[config.mk]
export PLATFORM = sky130hd
export DESIGN_NAME = alu_issue
export DESIGN_NICKNAME = d
export VERILOG_FILES = /design/src/rtl/alu_issue.sv
export SDC_FILE = /design/constraint.sdc
export NUM_CORES = 1
export LEC_CHECK = 0
export ABC_AREA = 1
export CAP_MARGIN = 15
export CORE_UTILIZATION = 50
export CTS_BUF_LIST = sky130_fd_sc_hd__clkbuf_8
export CTS_CLUSTER_DIAMETER = 60
export DETAILED_ROUTE_END_ITERATION = 10
export PLACE_DENSITY_LB_ADDON = 0.3
export SLEW_MARGIN = 0
export SYNTH_ARGS = -nofsm -noshare
export SYNTH_HDL_FRONTEND = slang
export SYNTH_SLANG_ARGS = --single-unit
[constraint.sdc]
create_clock -name clk -period 4.3 [get_ports clk]
set_input_delay 0.43 -clock clk [delete_from_list [all_inputs] [get_ports clk]]
set_output_delay 0.43 -clock clk [all_outputs]
set_load 0.05 [all_outputs]
[src/rtl/alu_issue.sv]
// alu_issue: decodes instructions into ALU commands/operands and queues them in a 2-entry FIFO toward execute.
module alu_issue #(
  parameter int WORD_LEN    = 32,
  parameter int EXE_CMD_LEN = 4
) (
  input  logic                   clk,
  input  logic                   rst,
  input  logic                   in_valid,
  output logic                   in_ready,
  input  logic [5:0]             opcode,
  input  logic [WORD_LEN-1:0]    rs_val,
  input  logic [WORD_LEN-1:0]    rt_val,
  input  logic [15:0]            imm,
  output logic                   out_valid,
  input  logic                   out_ready,
  output logic [EXE_CMD_LEN-1:0] exe_cmd,
  output logic [WORD_LEN-1:0]    val1,
  output logic [WORD_LEN-1:0]    val2,
  output logic                   illegal,
  output logic [15:0]            issue_cnt
);
  logic [EXE_CMD_LEN-1:0] d_cmd;
  logic [WORD_LEN-1:0]    d_v1, d_v2;
  logic                   d_ill;
  logic [EXE_CMD_LEN-1:0] cmd_q [2];
  logic [WORD_LEN-1:0]    v1_q  [2];
  logic [WORD_LEN-1:0]    v2_q  [2];
  logic                   ill_q [2];
  logic                   wp, rp, push, pop;
  logic [1:0]             count, cnt_nxt;

  always_comb begin
    d_cmd = '1;
    d_ill = 1'b0;
    case (opcode)
      6'b000001, 6'b100000: d_cmd = EXE_CMD_LEN'(4'b0000);
      6'b000011, 6'b100001: d_cmd = EXE_CMD_LEN'(4'b0010);
      6'b000101:            d_cmd = EXE_CMD_LEN'(4'b0100);
      6'b000110:            d_cmd = EXE_CMD_LEN'(4'b0101);
      6'b000111:            d_cmd = EXE_CMD_LEN'(4'b0110);
      6'b001000:            d_cmd = EXE_CMD_LEN'(4'b0111);
      6'b001001, 6'b001010: d_cmd = EXE_CMD_LEN'(4'b1000);
      6'b001011:            d_cmd = EXE_CMD_LEN'(4'b1001);
      6'b001100:            d_cmd = EXE_CMD_LEN'(4'b1010);
      default:              d_ill = 1'b1;
    endcase
    // only ADDI/SUBI among legal opcodes have bit 5 set
    d_v1 = d_ill ? '0 : rs_val;
    d_v2 = d_ill ? '0 : opcode[5] ? {{(WORD_LEN-16){imm[15]}}, imm} : rt_val;
  end

  assign push      = in_valid & in_ready;
  assign pop       = out_valid & out_ready;
  assign cnt_nxt   = count + 2'(push) - 2'(pop);
  assign out_valid = count != 2'd0;
  assign exe_cmd   = out_valid ? cmd_q[rp] : '1;
  assign val1      = out_valid ? v1_q[rp] : '0;
  assign val2      = out_valid ? v2_q[rp] : '0;
  assign illegal   = out_valid & ill_q[rp];

  always_ff @(posedge clk or negedge rst) begin
    if (!rst) begin
      count     <= 2'd0;
      wp        <= 1'b0;
      rp        <= 1'b0;
      in_ready  <= 1'b0;
      issue_cnt <= 16'd0;
    end else begin
      count    <= cnt_nxt;
      in_ready <= cnt_nxt < 2'd2;
      if (push) wp <= ~wp;
      if (pop) begin
        rp        <= ~rp;
        issue_cnt <= issue_cnt + 16'd1;
      end
    end
  end

  always_ff @(posedge clk) begin
    if (push) begin
      cmd_q[wp] <= d_cmd;
      v1_q[wp]  <= d_v1;
      v2_q[wp]  <= d_v2;
      ill_q[wp] <= d_ill;
    end
  end
endmodule
# After elaboration in Yosys (flattened, before gate mapping)
# Memory sizes are Yosys's and may differ from the RTL's.
# Cells that the tools add are included.
# Widths: inputs -> output; s select.
[classes]
add_sub_neg = 3
n_reduce_logical = 5
mux = 10
bitwise_logic = 5
n_lt_le_gt_ge = 1
n_eq_ne = 12
[op_table]
columns = ["op", "n"]
rows = [
  ["$mux 32", 5],
  ["$pmux 4 s9", 1],
  ["$eq 6x4->1 const B", 5],
  ["$eq 6x3->1 const B", 3],
  ["$add 16x1->16 const B", 1],
  ["$eq 6x6->1 const B", 2],
  ["$reduce_or 12->1", 1],
  ["$eq 6x1->1 const B", 1],
  ["$eq 6x2->1 const B", 1],
  ["$reduce_or 2->1", 3],
  ["$mux 4", 1],
  ["$and 1x1->1", 3],
  ["$mux 1", 3],
  ["$add 2x1->2", 1],
  ["$lt 2x2->1 const B", 1],
  ["$not 1->1", 2],
  ["$reduce_bool 2->1", 1],
  ["$sub 2x1->2", 1],
]
[word_totals]
input_bits = 90
n_memories = 4
wordCells = 45
reg_bits = 21
mem_bits_rw = 138
out_inout_bits = 87
[mem_list]
columns = ["memory", "depth", "word_bits", "rd", "rd_ports_with_merged_regs", "wr", "line_no", "rtl"]
rows = [
  ["v1_q", 2, 32, 1, 0, 1, "26", "logic [WORD_LEN-1:0] v1_q [2];"],
  ["v2_q", 2, 32, 1, 0, 1, "27", "logic [WORD_LEN-1:0] v2_q [2];"],
  ["cmd_q", 2, 4, 1, 0, 1, "25", "logic [EXE_CMD_LEN-1:0] cmd_q [2];"],
  ["ill_q", 2, 1, 1, 0, 1, "28", "logic ill_q [2];"],
]

# Logic depth before layout (Yosys ltp)
# Gate-level depths: netlist of run 1.
[depth]
ltp_word = 4
mapped_depth = 11
mapped_depth_nobuf = 8

# Worst setup path before layout of run 1
# Ideal clock, no wire load.
[synth_timing]
path_kind = "reg2reg"
startpoint = "reg in_ready"
endpoint = "mem cmd_q[0][0], enable pin"
setup_time_ps = 497
path_stages_with_launch = 3
synth_period_minus_slack_ps = 4223
n_path_buf = 0
setup_slack_ps = 77
t_arrival_ps = 3727
t_required_ps = 3803
cell_sequence = "dfrtp_1 nand2_1 nor2_1"
[synth_between]
elab_chain_cells = 3
[synth_lines]
columns = ["item", "line_no", "rtl"]
rows = [
  ["start, declared", "9", "output logic in_ready,"],
  ["start signal, assigned", "70", "in_ready <= cnt_nxt < 2'd2;"],
  ["$and 1x1->1", "52", "assign push = in_valid & in_ready;"],
  ["$mux 1", "80", "if (push) begin"],
  ["$mux 1 (not written as such)", "81", "cmd_q[wp] <= d_cmd;"],
  ["end, declared", "25", ""],
]
# No other way between the ends.

# Worst setup path after layout of run 1
[layout_timing]
startpoint = "reg count[1]"
endpoint = "out val2[31]"
[layout_between]
elab_chain_cells = 2
[layout_lines]
columns = ["item", "line_no", "rtl"]
rows = [
  ["start, declared", "30", "logic [1:0] count, cnt_nxt;"],
  ["start signal, assigned", "69", "count <= cnt_nxt;"],
  ["$reduce_bool 2->1", "55", "assign out_valid = count != 2'd0;"],
  ["$mux 32", "58", "assign val2 = out_valid ? v2_q[rp] : '0;"],
  ["end, declared", "18", "output logic [WORD_LEN-1:0] val2,"],
]
# No other way between the ends.

==> metrics, run 1 <==
area of the mapped netlist=roughly 7400 µm²; drt via density=5.08; Fill cells=approximately 1100; NetSw=around 3.3 mW; Leak=3.73 nW; Internal Power=approximately 3.7 mW; PwrDens=about 720 nW/µm²; Global Route Usage Sum=0.216; Crit path required time=between 3 and 4 ns; final wirelength=around 16 mm; First DRT Iteration DRCs=roughly 340; Comb pwr share=0.537; # setup viols final=0; Worst IR Drop VDD=0.443 mV; Max Freq=around 300 MHz; WS Path Type=flip-flop to output port; Synth area leaders=edfxtp_1 (56%), nand2_1 (9.0%), nor2_4 (8.0%); global-route wire length before repair=24.6 mm; Syn Area/Cell=approximately 11 µm²; post-CTS sizing=0; Skew-Pair Late Insertion Delay=0.45 ns; Remaining DRCs=0; synth cell count leaders=nand2_1 (178), edfxtp_1 (138), a21oi_1 (85); clock root buffer=clkbuf_8; IO Pins=177; Die X=about 120 µm; EDFF count, synth=approximately 140; Synth Net Count=759; Max-cap violations=0; clock sinks=about 160; initial antenna violation count=0; post-synth cell types=28; min Tclk post-route=~3.3 ns; core area=14500 µm²; max-slew violations=0; register area share after synthesis=0.628; most frequent cell after synthesis=nand2_1; Ys Warns=0; Yosys top cell by area=edfxtp_1; status=complete, no violations; DIE AREA=between 15000 and 20000 µm²; clk slew on worst S/H paths=about 0.08 ns; Fin Clk Skew=approximately 0.0097 ns; critical path startpoint category=flip-flop; effective utilization at floorplan=0.512; Synth top area share=0.557; total number of vias=5262; Antenna diodes=0; sum of negative setup slack=0 ns; number of cell rows=44; Setup WS pre-CTS=between 1 and 1.5 ns; CP endpoint kind=output port; Die H=between 100 and 150 µm; Layout Nets=931; Critical Path AT=slightly below 3 ns; Hold Path Class=input pin to asynchronous set/reset pin; final setup margin=~1 ns; GRT overflow=0; Syn-to-layout area delta=30.8%; total chip power=6.97 mW; vias in the first global route=5073; Syn Inst Count=between 600 and 700; Critical Path Fanout Max=38; RSZ-0062 raised after global routing=false; Num CTS Buffers=17; layout cells sized above 1=0.121; sequential share of power=0.307; drt wl/cell=between 15 and 20 µm; flip-flop and latch count after synthesis=about 160; IO Port Bufs=about 180; Hold Vio Cnt, Final=0; H-tree Lvls=4; # hold bufs at CTS=0; antenna-violating nets left=0; crit share post-route=0.771; Max-Slew Margin vs Limit=0.373; hpwl dp=10.8 mm; Primary FF master, synth=edfxtp_1; drt pass-1 iters=5; Max Root-Sink Buffers=2; CTS tree=built; clock share of power=0.156; share of async-settable or async-resettable flops after synthesis=0.132; GP Congestion=0.799; Sw Share=0.471; post-CTS setup buffer count=0; worst-margin pin slew=between 0.9 and 1 ns; largest net degree at the start of global routing=70
[per-layer routing]
layer	share of wire	vias to the layer above	GRT usage
met1	0.41	2491	0.265
met2	0.51	209	0.364
li1	-	2537	-
met4	0.020	0	0.0930
met5	0	-	0
met3	0.065	25	0.0508
[registers in the layout (all words and copies together), names as in the netlist]
name,count
cmd_q,8
count,2
ill_q,2
in_ready,1
issue_cnt,16
rp,1
v1_q,64
v2_q,64
wp,1
[logic make-up after synthesis]
group / count (synthesis) / synth area share
compound gates: 87 / 0.0587
xor+xnor: 15 / 0.0177
fa+ha+maj: 3 / 0.00505
simple gates: 290 / 0.208
mux: 15 / 0.0202
buf+inv: 97 / 0.0631
flops: 159 / 0.628
[power groups by stage]
stage                     clock, mW  combinational [mW]  sequential [mW]
after floorplan                   0                2.40             2.27
after global placement            0                3.72             2.16
after detailed placement          0                3.76             2.18
after CTS                      1.10                3.78             2.14
after global routing           1.17                3.96             2.17
final                          1.09                3.74             2.14
[path summary, 6_finish.rpt]
check | start | to | slack (ns) | depth (start not counted)
hold reg to reg | issue_cnt[10] | issue_cnt[10] | 0.52 | 1
setup reg to reg | count[1] | count[1] | 2.04 | 8
max in group asynchronous | rst | rp | 3.16 | 1
setup / recovery | count[1] | val2[31] | 0.98 | 4
hold / removal | rst | issue_cnt[13] | 0.50 | 1
min in group clk | issue_cnt[10] | issue_cnt[10] | 0.52 | 1
[per-stage QoR]
step	cell area (µm²)	instances	hold WS, ns	util
global placement	9340	1003	0.487	0.643
detailed placement	9340	1003	0.507	0.643
finish	9730	1035	0.499	0.669
floorplan	7440	666	0.134	-
global route	9730	1035	0.551	0.669
CTS	9730	1035	0.507	0.669
[final cells by class]
class,instances,area [µm²],area share
clock buffers,17,234,0.0240
clock inverters,15,153,0.0157
inverters,64,243,0.0249
multi-input cells,410,2320,0.239
flip-flops and latches,159,4670,0.480
well taps,184,230,0.0237
repair buffers,186,1870,0.193
[critical path, cell delays in order (launching register included)]
cell	delay (ns)
dfrtp_1	0.44
nor2_4	0.60
buf_4	0.52
a21oi_1	0.13
clkdlybuf4s50_1	0.73
[placed cells by master, fill, tap and decap left out, types with 17 or more instances in the layout]
master	n
clkbuf_8	17
nor2_4	56
nand3_1	17
clkdlybuf4s50_1	176
nor2_1	27
nand2_1	178
dfrtp_1	20
a21oi_1	85
inv_1	61
edfxtp_1	138
No activity file was read; power rests on OpenSTA's default activity.
==> inputs of run 2 (changes only) <==
--- a/config.mk
+++ b/config.mk
@@ -7,7 +7,7 @@
 export LEC_CHECK = 0
 export ABC_AREA = 1
 export CAP_MARGIN = 15
-export CORE_UTILIZATION = 50
+export CORE_UTILIZATION = 47
 export CTS_BUF_LIST = sky130_fd_sc_hd__clkbuf_8
 export CTS_CLUSTER_DIAMETER = 60
 export DETAILED_ROUTE_END_ITERATION = 10
==> constraint.sdc (replaced) <==
create_clock -name clk -period 2.95 [get_ports clk]
set_input_delay 0.295 -clock clk [delete_from_list [all_inputs] [get_ports clk]]
set_output_delay 0.295 -clock clk [all_outputs]
set_load 0.05 [all_outputs]
==> run 2 against run 1 <==
- sequential power up 46%
- critical path type unchanged
- cell area rose by 7.6%
- clock power rose by 44%
- clock skew is 0.0012 ns lower
- routed wire length increased by 3.8%
- utilization up 1.4 points
- die area up 6.3%
- largest cell class unchanged
- largest power group unchanged
- global-route usage up 0.17 points
- combinational power up 87%
==> metrics, run 2 (synthesis gave the netlist of run 1 again) <==
status=complete, no violations; initial antenna violation count=0; largest net degree at the start of global routing=70; Remaining DRCs=0; clk slew on worst S/H paths=approximately 0.080 ns; antenna-violating nets left=0; critical path startpoint category=flip-flop; drt via density=around 5; Leak=about 4.1 nW; clock sinks=about 160; First DRT Iteration DRCs=around 420; Sw Share=0.435; effective utilization at floorplan=0.486; PwrDens=around 1100 nW/µm²; IO Port Bufs=around 180; DIE AREA=16300 µm²; post-CTS setup buffer count=0; vias in the first global route=approximately 5400; NetSw=slightly above 5 mW; post-CTS sizing=0; Layout Nets=933; layout cells sized above 1=0.204; Internal Power=approximately 6.6 mW; number of cell rows=45; Comb pwr share=0.599; Syn-to-layout area delta=40.7%; crit share post-route=0.852; clock root buffer=clkbuf_8; max-slew violations=0; Hold Path Class=input pin to asynchronous set/reset pin; global-route wire length before repair=roughly 27 mm; GRT overflow=0; CTS tree=built; GP Congestion=about 0.9; Die H=128 µm; drt wl/cell=~16 µm; sequential share of power=0.267; drt pass-1 iters=6; # setup viols final=0; worst-margin pin slew=0.940 ns; r2r setup slk=0.80 ns; Global Route Usage Sum=0.217; Antenna diodes=0; Max-cap violations=0; Hold Vio Cnt, Final=0; crit path to=val2[16]; Finished Layout Cells=approximately 1100; total chip power=between 10 and 15 mW; min Tclk post-route=around 2.5 ns; worst setup path start=rp; Fin Clk Skew=roughly 0.0085 ns; commonest non-fill, non-tap cell in the layout=nand2_1; sum of negative setup slack=0 ns; worst r2r src=count[0]; IO Pins=177; biggest regs=v1_q x64, v2_q x64, issue_cnt x16; Worst IR Drop VDD=about 0.69 mV; Die X=between 100 and 150 µm; CP endpoint kind=output port; Max Root-Sink Buffers=2; Critical Path AT=around 2.2 ns; Max-Slew Margin vs Limit=0.372; hpwl dp=between 10 and 15 mm; Num CTS Buffers=17; FF-to-FF End=count[1]; Cells after DPL=slightly above 1000; Max Freq=roughly 400 MHz; most frequent cells in the layout=nand2_1 (178), edfxtp_1 (138), clkdlybuf4s50_1 (107); WHS=between 0.3 and 0.4 ns; clock share of power=0.134; Skew-Pair Late Insertion Delay=~0.44 ns; total number of vias=roughly 5300; path depth of the worst reg2reg path=8; RSZ-0062 raised after global routing=false; H-tree Lvls=4; Critical Path Fanout Max=27; Placed Area=10100 µm²; final wirelength=16.7 mm; post-route cell area=10500 µm²; Crit path required time=between 2 and 3 ns; WS Path Type=flip-flop to output port; core area=between 15000 and 20000 µm²; # hold bufs at CTS=0
run 2: cell count changes in the layout (fill, tap and decap cells not counted), sizes merged, moves of 2 or more:
cell           previous run  this run
buf                      10        81
inv                      64        67
clkbuf                   17        22
clkdlybuf4s50           176       107
clkinvlp                  3         1
clkinv                    9         4
run 2: worst max-delay path, stage by stage (launching register included):
cell and delay, ns:
dfrtp_2 0.41, inv_2 0.40, buf_4 0.35, nand2_1 0.08, a21oi_1 0.33, buf_12 0.19
run 2: layer usage:
| metal | vias to the layer above | global-route usage | share of wire |
|---|---|---|---|
| met5 | - | 0 | 0 |
| li1 | 2547 | - | - |
| met1 | 2534 | 0.263 | 0.39 |
| met3 | 24 | 0.0534 | 0.073 |
| met2 | 228 | 0.373 | 0.51 |
| met4 | 0 | 0.0879 | 0.017 |
run 2: final cells by class:
class	count	area (µm²)
Clock buffer	22	303
Multi-Input combinational cell	410	2320
Inverter	64	243
Fill cell	1108	4840
Tap cell	211	264
Timing Repair Buffer	188	2570
Clock inverter	10	97.6
Sequential cell	159	4670
run 2: how the worst min path moves through the flow:
stage | startpoint | end | slack (ns) | cells past startpoint
after detailed placement | issue_cnt[9] | issue_cnt[9] | 0.51 | 1
after global placement | issue_cnt[15] | issue_cnt[15] | 0.49 | 2
after global routing | rst | issue_cnt[11] | 0.46 | 1
final | rst | issue_cnt[3] | 0.37 | 1
after CTS | rst | issue_cnt[3] | 0.38 | 1
after floorplan | rst | count[0] | -0.0006 | 0
run 2: per-stage QoR:
stage / worst slack, ns / util
finish: 0.435 / 0.684
global route: 0.300 / 0.684
global placement: 0.679 / 0.658
floorplan: -0.138 / -
detailed placement: 0.536 / 0.658
CTS: 0.394 / 0.684
run 2: power by group through the flow:
stage	clock, mW	combinational (mW)	sequential (mW)
after CTS	1.61	7.07	3.12
after global routing	1.69	7.32	3.16
after floorplan	0	3.51	3.29
final	1.57	7.01	3.12
after detailed placement	0	7.04	3.17
after global placement	0	6.97	3.15
